File: config.mk
export PLATFORM = sky130hd
export DESIGN_NAME = eeprom_bus_ctrl_flat
export DESIGN_NICKNAME = d
export VERILOG_FILES = /design/src/rtl/eeprom_pkg.sv /design/src/rtl/eeprom_bus_ctrl_if.sv /design/src/rtl/eeprom_timer.sv /design/src/rtl/eeprom_bus_ctrl.sv /design/src/flat_wrapper.sv
export SDC_FILE = /design/constraint.sdc
export NUM_CORES = 1
export LEC_CHECK = 0
export CORE_MARGIN = 2
export CORE_UTILIZATION = 50
export DETAILED_ROUTE_END_ITERATION = 7
export DONT_BUFFER_PORTS = 1
export MAX_ROUTING_LAYER = met4
export PLACE_DENSITY = 0.63
export SYNTH_ARGS = -nofsm -noshare
export SYNTH_HDL_FRONTEND = slang
export SYNTH_SLANG_ARGS = --single-unit
File: constraint.sdc
create_clock -name clk -period 2.5 [get_ports clk]
set_clock_uncertainty 0.15 [all_clocks]
set_input_delay 0.75 -clock clk [delete_from_list [all_inputs] [get_ports clk]]
set_output_delay 0.75 -clock clk [all_outputs]
set_load 0.05 [all_outputs]
File: src/rtl/eeprom_pkg.sv
// eeprom_pkg: shared state encoding, default device timing and bus widths for the EEPROM sequencer.
package eeprom_pkg;
  localparam int DEF_ADDR_W = 13;
  localparam int DEF_DATA_W = 8;
  localparam int DEF_SETUP_CYC = 2;
  localparam int DEF_WE_PULSE_CYC = 5000;
  localparam int DEF_HOLD_CYC = 2;
  localparam int DEF_WR_CYCLE_CYC = 500000;
  localparam int DEF_RD_ACCESS_CYC = 8;
  typedef enum logic [2:0] {IDLE, WR_SETUP, WR_PULSE, WR_HOLD, WR_WAIT, RD_SETUP, RD_ACCESS} state_t;
  function automatic int cnt_w(input int a, input int b, input int c, input int d, input int e);
    int m;
    m = a;
    m = b > m ? b : m;
    m = c > m ? c : m;
    m = d > m ? d : m;
    m = e > m ? e : m;
    return $clog2(m) + 1;
  endfunction
endpackage

File: src/rtl/eeprom_bus_ctrl_if.sv
// eeprom_bus_ctrl_if: requester handshakes plus EEPROM pin bundle.
// wr_timeout exists only when EEPROM_DATA_POLL_EN is defined.
interface eeprom_bus_ctrl_if import eeprom_pkg::*; #(
  parameter int ADDR_W = DEF_ADDR_W,
  parameter int DATA_W = DEF_DATA_W
);
  logic wr_req, wr_gnt, wr_done, rd_req, rd_gnt, rd_valid, busy;
  logic ee_doe, ee_ce_n, ee_oe_n, ee_we_n;
  logic [ADDR_W-1:0] wr_addr, rd_addr, ee_addr;
  logic [DATA_W-1:0] wr_data, rd_data, ee_dout, ee_din;
`ifdef EEPROM_DATA_POLL_EN
  logic wr_timeout;
`endif
  modport master (
    input wr_req, wr_addr, wr_data, rd_req, rd_addr, ee_din,
    output wr_gnt, wr_done, rd_gnt, rd_valid, rd_data, busy,
    output ee_addr, ee_dout, ee_doe, ee_ce_n, ee_oe_n, ee_we_n
`ifdef EEPROM_DATA_POLL_EN
    , output wr_timeout
`endif
  );
  modport slave (
    output wr_req, wr_addr, wr_data, rd_req, rd_addr, ee_din,
    input wr_gnt, wr_done, rd_gnt, rd_valid, rd_data, busy,
    input ee_addr, ee_dout, ee_doe, ee_ce_n, ee_oe_n, ee_we_n
`ifdef EEPROM_DATA_POLL_EN
    , input wr_timeout
`endif
  );
endinterface

File: src/rtl/eeprom_timer.sv
// eeprom_timer: loadable down-counter that parks at zero; zero flags the last cycle of a timed state.
module eeprom_timer #(
  parameter int W = 8
) (
  input  logic         clk,
  input  logic         reset,
  input  logic         load,
  input  logic [W-1:0] load_val,
  output logic         zero
);
  logic [W-1:0] cnt;
  always_ff @(posedge clk) begin
    if (reset) cnt <= '0;
    else cnt <= load ? load_val : (cnt != '0 ? cnt - W'(1) : cnt);
  end
  assign zero = cnt == '0;
endmodule

File: src/rtl/eeprom_bus_ctrl.sv
// eeprom_bus_ctrl: round-robin sequencer for the parallel EEPROM; EEPROM_DATA_POLL_EN
// swaps the fixed write-recovery wait for DQ7 data polling with timeout.
module eeprom_bus_ctrl import eeprom_pkg::*; #(
  parameter int ADDR_W = DEF_ADDR_W,
  parameter int DATA_W = DEF_DATA_W,
  parameter int SETUP_CYC = DEF_SETUP_CYC,
  parameter int WE_PULSE_CYC = DEF_WE_PULSE_CYC,
  parameter int HOLD_CYC = DEF_HOLD_CYC,
  parameter int WR_CYCLE_CYC = DEF_WR_CYCLE_CYC,
  parameter int RD_ACCESS_CYC = DEF_RD_ACCESS_CYC
) (
  input logic clk,
  input logic reset,
  eeprom_bus_ctrl_if.master bus
);
  localparam int CW = cnt_w(SETUP_CYC, WE_PULSE_CYC, HOLD_CYC, WR_CYCLE_CYC, RD_ACCESS_CYC);
  state_t state, state_n;
  logic [CW-1:0] load_val;
  logic load, zero, last_wr, pick_wr, gnt_w, gnt_r, done_w, valid_w, wr_drive, wait_lo;
  logic [ADDR_W-1:0] addr_q;
  logic [DATA_W-1:0] dout_q;
  eeprom_timer #(.W(CW)) u_timer (.clk(clk), .reset(reset), .load(load), .load_val(load_val), .zero(zero));
`ifdef EEPROM_DATA_POLL_EN
  logic [1:0] ph;
  logic tmo, poll_hit;
  // Two-cycle OE pulse every four cycles; DQ7 is judged on the second low cycle.
  assign wait_lo = state == WR_WAIT && !ph[1];
  assign poll_hit = state == WR_WAIT && ph == 2'd1 && bus.ee_din[DATA_W-1] == dout_q[DATA_W-1];
  always_ff @(posedge clk) begin
    if (reset) begin
      ph <= '0;
      bus.wr_timeout <= 1'b0;
    end else begin
      ph <= state == WR_WAIT ? ph + 2'd1 : 2'd0;
      bus.wr_timeout <= tmo;
    end
  end
`else
  assign wait_lo = 1'b0;
`endif
  // The side not served last wins a tie; last_wr=0 after reset gives the writer first turn.
  assign pick_wr = bus.wr_req && (!bus.rd_req || !last_wr);
  always_comb begin
    state_n = state;
    load = 1'b0;
    load_val = '0;
    gnt_w = 1'b0;
    gnt_r = 1'b0;
    done_w = 1'b0;
    valid_w = 1'b0;
`ifdef EEPROM_DATA_POLL_EN
    tmo = 1'b0;
`endif
    case (state)
      IDLE: begin
        if (pick_wr) begin
          state_n = WR_SETUP;
          load = 1'b1;
          load_val = CW'(SETUP_CYC - 1);
          gnt_w = 1'b1;
        end else if (bus.rd_req) begin
          state_n = RD_SETUP;
          load = 1'b1;
          load_val = CW'(SETUP_CYC - 1);
          gnt_r = 1'b1;
        end
      end
      WR_SETUP: if (zero) begin
        state_n = WR_PULSE;
        load = 1'b1;
        load_val = CW'(WE_PULSE_CYC - 1);
      end
      WR_PULSE: if (zero) begin
        state_n = WR_HOLD;
        load = 1'b1;
        load_val = CW'(HOLD_CYC - 1);
      end
      WR_HOLD: if (zero) begin
        state_n = WR_WAIT;
        load = 1'b1;
        load_val = CW'(WR_CYCLE_CYC - 1);
      end
`ifdef EEPROM_DATA_POLL_EN
      WR_WAIT: if (poll_hit || zero) begin
        state_n = IDLE;
        done_w = 1'b1;
        tmo = !poll_hit;
      end
`else
      WR_WAIT: if (zero) begin
        state_n = IDLE;
        done_w = 1'b1;
      end
`endif
      RD_SETUP: if (zero) begin
        state_n = RD_ACCESS;
        load = 1'b1;
        load_val = CW'(RD_ACCESS_CYC - 1);
      end
      RD_ACCESS: if (zero) begin
        state_n = IDLE;
        valid_w = 1'b1;
      end
      default: state_n = IDLE;
    endcase
  end
  always_ff @(posedge clk) begin
    if (reset) begin
      state <= IDLE;
      last_wr <= 1'b0;
      addr_q <= '0;
      dout_q <= '0;
      bus.rd_data <= '0;
      bus.wr_gnt <= 1'b0;
      bus.rd_gnt <= 1'b0;
      bus.wr_done <= 1'b0;
      bus.rd_valid <= 1'b0;
    end else begin
      state <= state_n;
      bus.wr_gnt <= gnt_w;
      bus.rd_gnt <= gnt_r;
      bus.wr_done <= done_w;
      bus.rd_valid <= valid_w;
      if (gnt_w) begin
        last_wr <= 1'b1;
        addr_q <= bus.wr_addr;
        dout_q <= bus.wr_data;
      end
      if (gnt_r) begin
        last_wr <= 1'b0;
        addr_q <= bus.rd_addr;
      end
      if (valid_w) bus.rd_data <= bus.ee_din;
    end
  end
  assign wr_drive = state == WR_SETUP || state == WR_PULSE || state == WR_HOLD;
  assign bus.busy = state != IDLE;
  assign bus.ee_addr = addr_q;
  assign bus.ee_dout = dout_q;
  assign bus.ee_doe = wr_drive;
  assign bus.ee_we_n = state != WR_PULSE;
  assign bus.ee_oe_n = !(state == RD_ACCESS || wait_lo);
  assign bus.ee_ce_n = !(wr_drive || state == RD_SETUP || state == RD_ACCESS || wait_lo);
endmodule

File: src/flat_wrapper.sv
// flat-port wrapper written by rule: the top's interface ports become plain ports
module eeprom_bus_ctrl_flat import eeprom_pkg::*;
#(
  parameter int ADDR_W = DEF_ADDR_W,
  parameter int DATA_W = DEF_DATA_W,
  parameter int SETUP_CYC = DEF_SETUP_CYC,
  parameter int WE_PULSE_CYC = DEF_WE_PULSE_CYC,
  parameter int HOLD_CYC = DEF_HOLD_CYC,
  parameter int WR_CYCLE_CYC = DEF_WR_CYCLE_CYC,
  parameter int RD_ACCESS_CYC = DEF_RD_ACCESS_CYC
)
  (clk, reset, bus_wr_req, bus_wr_addr, bus_wr_data, bus_rd_req, bus_rd_addr, bus_ee_din, bus_wr_gnt, bus_wr_done, bus_rd_gnt, bus_rd_valid, bus_rd_data, bus_busy, bus_ee_addr, bus_ee_dout, bus_ee_doe, bus_ee_ce_n, bus_ee_oe_n, bus_ee_we_n);
  eeprom_bus_ctrl_if #(.ADDR_W(ADDR_W), .DATA_W(DATA_W)) bus_i ();
  input logic clk;
  input logic reset;
  input wire logic [$bits(bus_i.wr_req)-1:0] bus_wr_req;
  input wire logic [$bits(bus_i.wr_addr)-1:0] bus_wr_addr;
  input wire logic [$bits(bus_i.wr_data)-1:0] bus_wr_data;
  input wire logic [$bits(bus_i.rd_req)-1:0] bus_rd_req;
  input wire logic [$bits(bus_i.rd_addr)-1:0] bus_rd_addr;
  input wire logic [$bits(bus_i.ee_din)-1:0] bus_ee_din;
  output wire logic [$bits(bus_i.wr_gnt)-1:0] bus_wr_gnt;
  output wire logic [$bits(bus_i.wr_done)-1:0] bus_wr_done;
  output wire logic [$bits(bus_i.rd_gnt)-1:0] bus_rd_gnt;
  output wire logic [$bits(bus_i.rd_valid)-1:0] bus_rd_valid;
  output wire logic [$bits(bus_i.rd_data)-1:0] bus_rd_data;
  output wire logic [$bits(bus_i.busy)-1:0] bus_busy;
  output wire logic [$bits(bus_i.ee_addr)-1:0] bus_ee_addr;
  output wire logic [$bits(bus_i.ee_dout)-1:0] bus_ee_dout;
  output wire logic [$bits(bus_i.ee_doe)-1:0] bus_ee_doe;
  output wire logic [$bits(bus_i.ee_ce_n)-1:0] bus_ee_ce_n;
  output wire logic [$bits(bus_i.ee_oe_n)-1:0] bus_ee_oe_n;
  output wire logic [$bits(bus_i.ee_we_n)-1:0] bus_ee_we_n;
  assign bus_i.wr_req = bus_wr_req;
  assign bus_i.wr_addr = bus_wr_addr;
  assign bus_i.wr_data = bus_wr_data;
  assign bus_i.rd_req = bus_rd_req;
  assign bus_i.rd_addr = bus_rd_addr;
  assign bus_i.ee_din = bus_ee_din;
  assign bus_wr_gnt = bus_i.wr_gnt;
  assign bus_wr_done = bus_i.wr_done;
  assign bus_rd_gnt = bus_i.rd_gnt;
  assign bus_rd_valid = bus_i.rd_valid;
  assign bus_rd_data = bus_i.rd_data;
  assign bus_busy = bus_i.busy;
  assign bus_ee_addr = bus_i.ee_addr;
  assign bus_ee_dout = bus_i.ee_dout;
  assign bus_ee_doe = bus_i.ee_doe;
  assign bus_ee_ce_n = bus_i.ee_ce_n;
  assign bus_ee_oe_n = bus_i.ee_oe_n;
  assign bus_ee_we_n = bus_i.ee_we_n;
  eeprom_bus_ctrl #(.ADDR_W(ADDR_W), .DATA_W(DATA_W), .SETUP_CYC(SETUP_CYC), .WE_PULSE_CYC(WE_PULSE_CYC), .HOLD_CYC(HOLD_CYC), .WR_CYCLE_CYC(WR_CYCLE_CYC), .RD_ACCESS_CYC(RD_ACCESS_CYC)) u_core (.clk(clk), .reset(reset), .bus(bus_i));
endmodule
# --- After elaboration in Yosys (flattened, before gate mapping) ---
# Cells that the tools add are included.
word_totals:
  word_cells: 74
  in_bits: 46
  regBits: 57
op_classes:
  n_reduce_logical: 21
  n_eq_ne: 13
  n_bitwise: 1
  n_addsub: 1
  n_mux: 28
op_table:
  columns: ["cell", "n"]
  rows:
  - ["20-bit one-hot mux with 5 select lines", 1]
  - ["20-bit two-way mux", 3]
  - ["13-bit two-way mux", 3]
  - ["3-bit two-way mux", 8]
  - ["20-bit zero test", 1]
  - ["20-bit nonzero test", 1]
  - ["20-bit by 1-bit subtractor with 20-bit output, second input constant", 1]
  - ["19-bit two-way mux", 1]
  - ["3-bit one-hot mux with 6 select lines", 1]
  - ["1-bit two-way mux", 10]
  - ["3-bit equality test, second input constant", 3]
  - ["2-bit inequality test, second input constant", 4]
  - ["3-bit by 2-bit equality test with 1-bit output, second input constant", 2]
  - ["3-bit by 2-bit inequality test with 1-bit output, second input constant", 2]
  - ["6-bit AND reduction", 1]
  - ["2-bit OR reduction", 3]
  - ["1-bit logical OR", 5]
  - ["1-bit zero test", 4]
  - ["2-bit nonzero test", 2]
  - ["4-bit OR reduction", 1]
  - ["3-bit by 1-bit equality test with 1-bit output, second input constant", 1]
  - ["3-bit zero test", 1]
  - ["3-bit nonzero test", 1]
  - ["2-bit by 1-bit inequality test with 1-bit output, second input constant", 1]
  - ["3 further kinds", 3]

# --- Logic depth before layout (Yosys ltp) ---
# Gate-level depths: netlist (run 1).
logic_depth:
  word_depth: 7
  depth_mapped: 7
  depth_no_buf: 6

# --- Cells and area by module ---
# From an unflattened synthesis (run 1), not the netlist that was laid out.
unflattened:
  cells_unflattened: 313
  hier_area_um2: 2747.6
modules_own_cells:
  columns: ["mod", "n_inst", "cells_per_inst", "area_per_inst_um2"]
  rows:
  - ["eeprom_bus_ctrl", 1, 191, 1666.6]
  - ["eeprom_timer", 1, 122, 1081.0]

# --- Least setup slack after synthesis (run 1) ---
# No wires, ideal clock.
synth_timing:
  path_type: "register -> output"
  from: "register u_core.state[2]"
  to: "output port bus_ee_ce_n"
  t_arrival_ps: 1501
  required_ps: 1600
  path_stages_with_launch: 4
  path_slack_ps: 99
  path_buffers: 1
  path_cell_list: "dfxtp_1 clkbuf_1 inv_1 o21bai_1"
synth_via:
  elab_chain_cells: 6
  elab_cells_between_ends: 10
  classes_between: "eq/ne (5); reduce/logical (5)"
synth_rtl:
  columns: ["element", "line_no", "source"]
  rows:
  - ["from (decl)", "eeprom_bus_ctrl.sv:17", "state_t state, state_n;"]
  - ["from (signal assigned)", "eeprom_bus_ctrl.sv:119", "state <= state_n;"]
  - ["3-bit by 1-bit equality test with 1-bit output / 3-bit by 2-bit equality test with 1-bit output (equally long branches)", "eeprom_bus_ctrl.sv:136", "assign wr_drive = state == WR_SETUP || state == WR_PULSE || state == WR_HOLD;"]
  - ["1-bit logical OR (2 in series)", "eeprom_bus_ctrl.sv:136", null]
  - ["1-bit logical OR", "eeprom_bus_ctrl.sv:143", "assign bus.ee_ce_n = !(wr_drive || state == RD_SETUP || state == RD_ACCESS || wait_lo);"]
  - ["1-bit logical OR (*)", "eeprom_bus_ctrl.sv:143", null]
  - ["1-bit zero test (*)", "eeprom_bus_ctrl.sv:143", null]
  - ["to (decl)", "flat_wrapper.sv:31", "output wire logic [$bits(bus_i.ee_ce_n)-1:0] bus_ee_ce_n;"]
# Mark *: on every way between the ends. The rest lies on a longest branch, timed or not.

# --- Worst setup path after layout (run 1) ---
layout_timing:
  from: "register u_core.state[1]"
  to: "output port bus_ee_ce_n"
# Same word-level chain as after synthesis.

==> impl_metrics.json, run 1 <==
{
  "worst_pin_slew_ps": 523,
  "via_count": 2311,
  "io_buffers": 0,
  "die_w_um": 78.1,
  "grt_pass1_vias": 2065,
  "avgSynthCellArea_um2": 8.89,
  "insertedDiodeCount": 0,
  "ys_seq_area_share_pct": 41.5,
  "start_util_pct": 52.8,
  "ant_nets": 0,
  "wl_um": 6090,
  "place_area_mm2": 0.00286,
  "instances_no_fill": 388,
  "drt-initial-drc-count": 168,
  "dp_hpwl_um": 4270,
  "viasPerCell": 5.96,
  "nets": 361,
  "ioPinCount": 84,
  "cts_hold_buf": 0,
  "crit_buf_inv": 2,
  "hold_path_class": "primary input to flop",
  "fin_ws_ps": 116,
  "synth_nets": 356,
  "outcome": "completed",
  "drc": 0,
  "maxCapViolCount": 0,
  "grt_max_degree": 51,
  "clk_pin_slew_worst_paths_ps": 70,
  "route.met2.wl_um": 2870,
  "grt_antenna_before_repair": 0,
  "wl_met1_um": 2740,
  "place.gp.congestion": 0.822,
  "dpl.cell_count": 373,
  "cts.path.max_buffers": 2,
  "cp_max_fo": 9,
  "grt_pass1_wl_um": 9830,
  "mostFrequentLayoutCells": "56 x dfxtp_1, 32 x nor2_1, 21 x mux2i_1",
  "crit_type": "flop to output port",
  "dp_slack_ps": 389,
  "syn2layout_area_growth_pct": 11.4,
  "synth_edf_count": 0,
  "die_area_mm2": 0.00610,
  "dr_wl_met3_um": 387,
  "rsz0062_at_grt": "true",
  "path_cells": "buf_4 -> nand2_1 -> o21bai_1 -> buf_4",
  "hold_viol": 0,
  "worst_ep_arrival_time_ps": 1480,
  "cts_made_buffers": 9,
  "power_leakage_nw": 1.20,
  "syn_inst": 309,
  "wl_per_cell_um": 15.7,
  "crit_slowest_cell": "dfxtp_1",
  "cp_common_cell": "buf_4",
  "period_share_pct": 95.3,
  "synth_area_mm2": 0.00275,
  "crit_path_max_incr_delay_ps": 510,
  "root_buffer": "clkbuf_8",
  "design_area_mm2": 0.00306,
  "worstSkewPairLatency_ps": 330,
  "cts.sinks": 57,
  "drive_gt1_share_pct": 14.2,
  "slew_headroom_pct": 65.1,
  "finalSetupViolCount": 0,
  "fp.coreArea_mm2": 0.00520,
  "final_core_util_pct": 58.8,
  "cp_top_family": "flip-flops",
  "synthArstFlopShare_pct": 0,
  "powerDensity_mw_per_mm2": 1740,
  "synth-seq-cells": 57,
  "gr-total-overflow": 0,
  "top_layer": "met4",
  "track_usage_pct": 21.0,
  "cts_tree": "yes",
  "final.setup.tns_ps": 0,
  "peakVddDrop_v": 0.000819,
  "final_common_cell": "dfxtp_1",
  "yosysUniqueCellTypes": 51,
  "htree_num_levels": 3,
  "die_y_um": 78.1,
  "slew_violations": 0,
  "min_period_ps": 2380,
  "critPathLaunchType": "flop",
  "firstDrtPassIters": 4,
  "cp.required_ps": 1600,
  "ys_warn_count": 0,
  "synth_ff_type": "dfxtp_1",
  "rows": 26,
  "fmax_mhz": 420,
  "crit_path_end_kind": "output port"
}
## final timing paths
path                                       start                             endpoint  slack, ps  depth (start not counted)
max                 u_core.state[1]$_SDFFE_PP0P_                          bus_ee_ce_n        120                          4
min                                        reset  u_core.bus.ee_addr[12]$_SDFFE_PP0P_        330                          1
min reg2reg  u_core.u_timer.cnt[18]$_SDFFE_PP0P_  u_core.u_timer.cnt[18]$_SDFFE_PP0P_        350                          2
max reg2reg   u_core.u_timer.cnt[0]$_SDFFE_PP0P_   u_core.bus.rd_data[0]$_SDFFE_PP0P_        380                          6
## registers in the layout, summed over array words and instances, names as in the netlist
register             count
u_core.bus.ee_addr      13
u_core.bus.ee_dout       8
u_core.bus.rd_data       8
u_core.bus.rd_gnt        1
u_core.bus.rd_valid      1
u_core.bus.wr_done       1
u_core.bus.wr_gnt        1
u_core.last_wr           1
u_core.state             3
u_core.u_timer.cnt      20
## per-stage QoR
step,hold WS (ps),total power [W]
finish,334,0.00533
global route,307,0.00568
CTS,310,0.00532
detailed placement,340,0.00446
global placement,326,0.00444
floorplan,308,0.00381
## area by class of cell
cell class	count	area, µm²
clock buffers	10	138
clock inverters	5	56.3
fillers	474	2140
inverters	8	30.0
multi-input cells	226	1500
flip-flops and latches	57	1140
well taps	70	87.6
repair buffers	12	103
## logic make-up after synthesis
family | count (synthesis) | synth area share (%)
buffers and inverters | 26 | 4.05
muxes | 21 | 7.65
xor gates and xnor gates | 10 | 3.19
AOI/OAI and AO/OA | 81 | 19.4
and+or+nand+nor | 113 | 23.8
adders and majority gates | 1 | 0.455
DFF | 57 | 41.5
## report_power, final
| part | leakage (nW) | internal (W) | switching, W |
|---|---|---|---|
| combinational | 0.637 | 0.000984 | 0.00161 |
| clock | 0.0981 | 0.000479 | 0.000367 |
| sequential | 0.467 | 0.00117 | 0.000715 |
| total | 1.20 | 0.00263 | 0.00269 |
## cell usage after synthesis (all sizes together), types with 5 or more instances
library cell	number	area (µm²)
a211oi	15	113
a21oi	20	100
buf	9	47.6
clkbuf	9	33.8
dfxtp	57	1140
inv	8	30.0
mux2i	21	210
nand2	11	46.3
nand3	16	85.1
nand4	5	31.3
nor2	33	126
nor3	10	65.1
nor4	10	105
o21ai	21	105
or3	5	31.3
or4	5	41.3
xor2	6	52.6
## timing repair
action / in CTS / in global routing
resized for setup: 0 / 3
endpoints found under the setup margin: 0 / 2
endpoints found under the hold margin: 0 / 0
buffers inserted: 0 / 0
## worst reg2reg max path: stages, from the launching register on
cell and delay (ps):
dfxtp_1 350, inv_1 70, ha_1 200, or3b_2 520
or3_1 480, o21ai_1 180, a21oi_1 70
## routing by layer
| layer | global-route usage, % | up-vias |
|---|---|---|
| li1 | - | 1162 |
| met5 | - | - |
| met4 | 8.25 | 0 |
| met3 | 6.09 | 11 |
| met2 | 31.7 | 79 |
| met1 | 26.7 | 1059 |
No activity file was read; power rests on OpenSTA's default activity.
==> run 2: changes to the inputs <==
--- a/config.mk
+++ b/config.mk
@@ -7,6 +7,7 @@
 export LEC_CHECK = 0
 export CORE_MARGIN = 2
 export CORE_UTILIZATION = 50
+export CTS_CLUSTER_SIZE = 12
 export DETAILED_ROUTE_END_ITERATION = 7
 export DONT_BUFFER_PORTS = 1
 export MAX_ROUTING_LAYER = met4
==> results of run 2 <==
No change in the layout: final DEF, timing and power equal those of run 1.
